File: src/rtl/npu_csr_master.sv
// npu_csr_master: queues host CSR commands and issues them one at a time on the
// NPU CSR bus. Each bus transaction has a bounded wait for csr_ready, and the
// result is returned to the host through a valid/ready response channel.
module npu_csr_master #(
    parameter int          CMD_DEPTH      = 4,
    parameter int          TIMEOUT_CYCLES = 64,
    parameter logic [31:0] ERR_RDATA      = 32'hDEAD_BEEF
) (
    input  logic        clk,
    input  logic        reset,
    input  logic        cmd_valid,
    output logic        cmd_ready,
    input  logic        cmd_write,
    input  logic [7:0]  cmd_addr,
    input  logic [31:0] cmd_wdata,
    output logic        csr_valid,
    output logic        csr_write,
    output logic [7:0]  csr_addr,
    output logic [31:0] csr_wdata,
    input  logic [31:0] csr_rdata,
    input  logic        csr_ready,
    output logic        rsp_valid,
    input  logic        rsp_ready,
    output logic [31:0] rsp_rdata,
    output logic        rsp_err,
    output logic        busy,
    output logic [15:0] txn_count,
    output logic [7:0]  timeout_count
);

    localparam int         AW       = (CMD_DEPTH > 1) ? $clog2(CMD_DEPTH) : 1;
    localparam logic [AW:0] FULL_CNT = (AW+1)'(CMD_DEPTH);
    localparam logic [7:0]  TO_LAST  = 8'(TIMEOUT_CYCLES - 1);

    typedef enum logic [1:0] {IDLE, BUS, RESP} state_t;
    state_t state, state_nxt;

    // Command queue storage: {write, addr, wdata}
    logic [40:0]   mem [CMD_DEPTH];
    logic [AW-1:0] wr_ptr, rd_ptr;
    logic [AW:0]   count;
    logic          push, pop, empty, full;

    // Holding registers for the command currently being serviced
    logic          hold_vld;
    logic          hold_write;
    logic [7:0]    hold_addr;
    logic [31:0]   hold_wdata;

    logic [7:0]    bus_cnt;
    logic          bus_timeout;
    logic [31:0]   rsp_data_q;
    logic          rsp_err_q;

    assign empty     = (count == '0);
    assign full      = (count == FULL_CNT);
    assign cmd_ready = !full;
    assign push      = cmd_valid && cmd_ready;
    // The head is only taken while IDLE with an empty holding stage, so the
    // command sits in holding for one IDLE cycle before the bus phase begins.
    assign pop       = (state == IDLE) && !hold_vld && !empty;

    assign bus_timeout = (state == BUS) && !csr_ready && (bus_cnt == TO_LAST);

    // Queue storage write; contents need no reset because count gates reads
    always_ff @(posedge clk) begin
        if (push) mem[wr_ptr] <= {cmd_write, cmd_addr, cmd_wdata};
    end

    // Queue pointers and occupancy; simultaneous push and pop keep count
    always_ff @(posedge clk) begin
        if (reset) begin
            wr_ptr <= '0;
            rd_ptr <= '0;
            count  <= '0;
        end else begin
            if (push) wr_ptr <= wr_ptr + 1'b1;
            if (pop)  rd_ptr <= rd_ptr + 1'b1;
            case ({push, pop})
                2'b10:   count <= count + 1'b1;
                2'b01:   count <= count - 1'b1;
                default: ;
            endcase
        end
    end

    // Holding stage: load the queue head, release it when the bus phase starts
    always_ff @(posedge clk) begin
        if (reset) begin
            hold_vld   <= 1'b0;
            hold_write <= 1'b0;
            hold_addr  <= '0;
            hold_wdata <= '0;
        end else if (pop) begin
            hold_vld <= 1'b1;
            {hold_write, hold_addr, hold_wdata} <= mem[rd_ptr];
        end else if (state == IDLE && hold_vld) begin
            hold_vld <= 1'b0;
        end
    end

    // State register
    always_ff @(posedge clk) begin
        if (reset) state <= IDLE;
        else       state <= state_nxt;
    end

    // Next-state logic
    always_comb begin
        state_nxt = state;
        case (state)
            IDLE:    if (hold_vld) state_nxt = BUS;
            BUS:     if (csr_ready || bus_cnt == TO_LAST) state_nxt = RESP;
            RESP:    if (rsp_ready) state_nxt = IDLE;
            default: state_nxt = IDLE;
        endcase
    end

    // Bus-phase cycle counter, response capture and transaction statistics
    always_ff @(posedge clk) begin
        if (reset) begin
            bus_cnt       <= '0;
            rsp_data_q    <= '0;
            rsp_err_q     <= 1'b0;
            txn_count     <= '0;
            timeout_count <= '0;
        end else begin
            if (state == IDLE)     bus_cnt <= '0;
            else if (state == BUS) bus_cnt <= bus_cnt + 1'b1;

            // A ready on the final allowed cycle still wins over the timeout
            if (state == BUS && csr_ready) begin
                rsp_data_q <= hold_write ? 32'h0 : csr_rdata;
                rsp_err_q  <= 1'b0;
            end else if (bus_timeout) begin
                rsp_data_q <= hold_write ? 32'h0 : ERR_RDATA;
                rsp_err_q  <= 1'b1;
                if (timeout_count != 8'hFF) timeout_count <= timeout_count + 1'b1;
            end

            if (state == RESP && rsp_ready) txn_count <= txn_count + 1'b1;
        end
    end

    // Bus and response outputs are forced to zero outside their active phase
    assign csr_valid = (state == BUS);
    assign csr_write = csr_valid && hold_write;
    assign csr_addr  = csr_valid ? hold_addr  : 8'h0;
    assign csr_wdata = csr_valid ? hold_wdata : 32'h0;

    assign rsp_valid = (state == RESP);
    assign rsp_rdata = rsp_valid ? rsp_data_q : 32'h0;
    assign rsp_err   = rsp_valid && rsp_err_q;

    assign busy = !empty || hold_vld || (state != IDLE);

endmodule
File: config.mk
export PLATFORM = sky130hd
export DESIGN_NAME = npu_csr_master
export DESIGN_NICKNAME = d
export VERILOG_FILES = /design/src/rtl/npu_csr_master.sv
export SDC_FILE = /design/constraint.sdc
export NUM_CORES = 1
export LEC_CHECK = 0
export ABC_AREA = 1
export ABC_CLOCK_PERIOD_IN_PS = 3700
export CAP_MARGIN = 10
export CELL_PAD_IN_SITES_DETAIL_PLACEMENT = 2
export CELL_PAD_IN_SITES_GLOBAL_PLACEMENT = 2
export CORE_MARGIN = 10
export CORE_UTILIZATION = 39
export DETAILED_ROUTE_END_ITERATION = 6
export DONT_BUFFER_PORTS = 1
export GPL_TIMING_DRIVEN = 0
export PLACE_DENSITY = 0.8
export SETUP_SLACK_MARGIN = 0.4
export SYNTH_ARGS = -nofsm -noshare
export SYNTH_HDL_FRONTEND = slang
export SYNTH_SLANG_ARGS = --single-unit
File: constraint.sdc
create_clock -name clk -period 3.7 [get_ports clk]
set_input_delay 0.37 -clock clk [delete_from_list [all_inputs] [get_ports clk]]
set_output_delay 0.37 -clock clk [all_outputs]
set_load 0.05 [all_outputs]
==> flow_summary.toml <==
[run_status]
status = "finished, final reports clean"

[worst_setup_path]
cp-end-kind = "flop"
endpoint = "count[2]"
critPathArrivalTime_ns = 3.36
required_ns = 4.14
cp_max_fo = 9
rrSetupSlack_ns = 0.77
cp-start-kind = "flop"
r2r-start = "count[0]"
crit_start = "count[0]"
r2r_cells = 10
crit_type = "reg -> reg"
r2r-end = "count[2]"

[logic_synthesis]
synth_ff_type = "edfxtp_1"
synth_fp_nets = 1339
netlist_instances = 1252
synth_seq_area_share_pct = 62.9
yosys_warnings = 0
ys_ff_latch = 280
synth-async-reset-ratio_pct = 0
ys_types = 30
syn_area_um2 = 11500
syn_area_per_cell_um2 = 9.20
synth_edf_count = 164

[detailed_routing]
wl_um = 38600
drt-vias-per-instance = 5.24
num_vias = 9173
dr.pass1.iters = 5
drt-wirelength-per-cell_um = 22.0
drc_errors = 0
antenna_left = 0
drt-initial-drc-count = 438

[sta]
layout_setup_ws_ns = 0.774
rsz0062_at_grt = "no"
finalCritPeriodShare_pct = 79.1
tightest_slew_ns = 1.10
fmax_mhz = 342
hold_viol = 0
final.min_clock_period_ns = 2.93
finClkSkew_ns = 0.0106
maxSlewViolCount = 0
slew_headroom_pct = 26.1
setup_viol = 0

[global_routing]
grt_first_pass_wirelength_um = 59400
grt.total_usage_pct = 20.5
grt_max_degree = 27
grt-ovfl-total = 0
grt_pass1_vias = 10100
grt_antenna_before_repair = 3

[placement]
dpl_worst_slack_ns = 0.729
gp_congestion = 0.742
place_hpwl_um = 25700
dp_cells = 1640
portBuffers = 0

[floorplan]
die_width_um = 192
die_area_um2 = 36800
initial_core_util_pct = 39.8
core_area_um2 = 28900
io_pins = 180
num_rows = 62
chipHeight_um = 192

[power]
p_seq_share_pct = 39.5
pwr-share-comb_pct = 28.4
powerDensity_nw_per_um2 = 732
total_leakage_power_nw = 4.97
swShare_pct = 35.8
p_sw_mw = 3.58
p_int_mw = 6.42
peakVddDrop_mv = 0.512
power.share.clock_pct = 32.1

[cells_and_area]
mostFrequentLayoutCell = "nor2_1"
syn_to_final_growth_pct = 18.7
final_cell_mix = "nor2_1, nand2_1, edfxtp_1"
fin_cells = 1750
nNetsFinal = 1425
drive_gt1_share_pct = 6.24

[cts]
clk_path_buf_depth = 3
cts_setup_buffers = 0
htreeDepth = 1
cts-hold-fix-buffers = 49
clk_latency_ns = 0.56
clk_pin_slew_ns = 0.06
ctsResizeCount = 0
cts_made_buffers = 31
root_buffer = "clkbuf_16"
cts.sinks = 280
cts_tree = "built"

[run]
cap_violations = 0

[worst_hold_path]
hp-class = "in -> reg"
-- synthesized netlist by cell type, types with 2 or more instances --
cell | count | area [um^2]
a21oi_1 | 38 | 190
buf_1 | 2 | 7.51
nor3b_1 | 3 | 22.5
nand2_2 | 2 | 12.5
dfxtp_1 | 116 | 2320
edfxtp_1 | 164 | 4920
o21ai_0 | 151 | 756
inv_2 | 3 | 11.3
clkbuf_1 | 43 | 161
o21ai_1 | 9 | 45.0
nor2_1 | 305 | 1140
buf_4 | 2 | 15.0
nor3_1 | 3 | 15.0
nand2_4 | 2 | 22.5
nor2_4 | 2 | 22.5
o22ai_1 | 41 | 257
nand3_1 | 25 | 125
nand2_1 | 169 | 634
xor2_1 | 4 | 35.0
inv_1 | 128 | 480
ha_1 | 8 | 100
o21bai_1 | 3 | 22.5
xnor2_1 | 2 | 17.5
buf_2 | 15 | 75.1
nand4_1 | 7 | 43.8
-- stage by stage --
step / TNS (ns) / area, um^2 / hold WS [ns] / power [mW] / util, %
finish: 0 / 13700 / 0.0283 / 10.0 / 47.2
global route: 0 / 13700 / 0.0359 / 10.6 / 47.2
CTS: 0 / 13700 / 0.000369 / 10.1 / 47.2
detailed placement: 0 / 12100 / 0.458 / 6.75 / 41.9
global placement: -245.05 / 12000 / 0.444 / 6.57 / 41.5
floorplan: 0 / 11500 / 0.432 / 5.80 / -
-- state kept, by name (all words and copies together) (netlist names) --
register,flops
hold_addr,8
hold_write,1
rsp_data_q,32
rd_ptr,2
hold_vld,1
timeout_count,8
count,3
txn_count,16
wr_ptr,2
hold_wdata,32
mem,164
state,2
rsp_err_q,1
bus_cnt,8
-- per-layer routing --
metal	track usage (%)	part of all wire, %
met1	24.0	41
met2	37.5	51
met3	3.77	6.0
met4	5.32	2.0
met5	0	0.034
-- worst max-delay path: stages, from the launching register on --
cell and delay (ns):
dfxtp_1 0.30, inv_1 0.15, nand3_1 0.52, nand2_1 0.68, ha_1 0.24, inv_1 0.07, fa_1 0.37, a21oi_1 0.14
o21ai_0 0.11, o21ai_0 0.17, a21oi_1 0.06
-- worst min-delay path by stage --
stage / from / endpoint / slack, ns / cells past startpoint
after floorplan: rsp_err_q / rsp_err_q / 0.43 / 2
after global placement: rsp_err_q / rsp_err_q / 0.44 / 2
after detailed placement: rsp_err_q / rsp_err_q / 0.46 / 2
after CTS: csr_ready / timeout_count[2] / 0.0004 / 3
after global routing: rsp_ready / state[1] / 0.04 / 3
final: csr_ready / timeout_count[2] / 0.03 / 3
-- layout make-up --
| type | count | area, um^2 |
|---|---|---|
| Fill cell | 3045 | 15300 |
| Inverter | 131 | 492 |
| Clock inverter | 18 | 216 |
| Tap cell | 384 | 480 |
| Buffer | 63 | 270 |
| Antenna cell | 4 | 10.0 |
| Clock buffer | 39 | 836 |
| Multi-Input combinational cell | 778 | 3540 |
| Timing Repair Buffer | 53 | 578 |
| Sequential cell | 280 | 7250 |
-- kinds of logic after synthesis --
kind of cell	Yosys count	synth area share, %
simple gates	520	17.9
buf+inv	194	6.61
flops	280	62.9
fa+ha+maj	9	1.04
compound gates	243	11.1
xor+xnor	6	0.456
-- power groups by stage --
stage | sequential (mW) | combinational, mW | clock [mW]
after floorplan | 3.94 | 1.86 | 0
final | 3.95 | 2.84 | 3.21
after CTS | 3.95 | 2.85 | 3.26
after global placement | 4.00 | 2.56 | 0
after detailed placement | 4.01 | 2.74 | 0
after global routing | 3.99 | 3.18 | 3.40
Note: power is estimated with default switching activity, not from simulation.
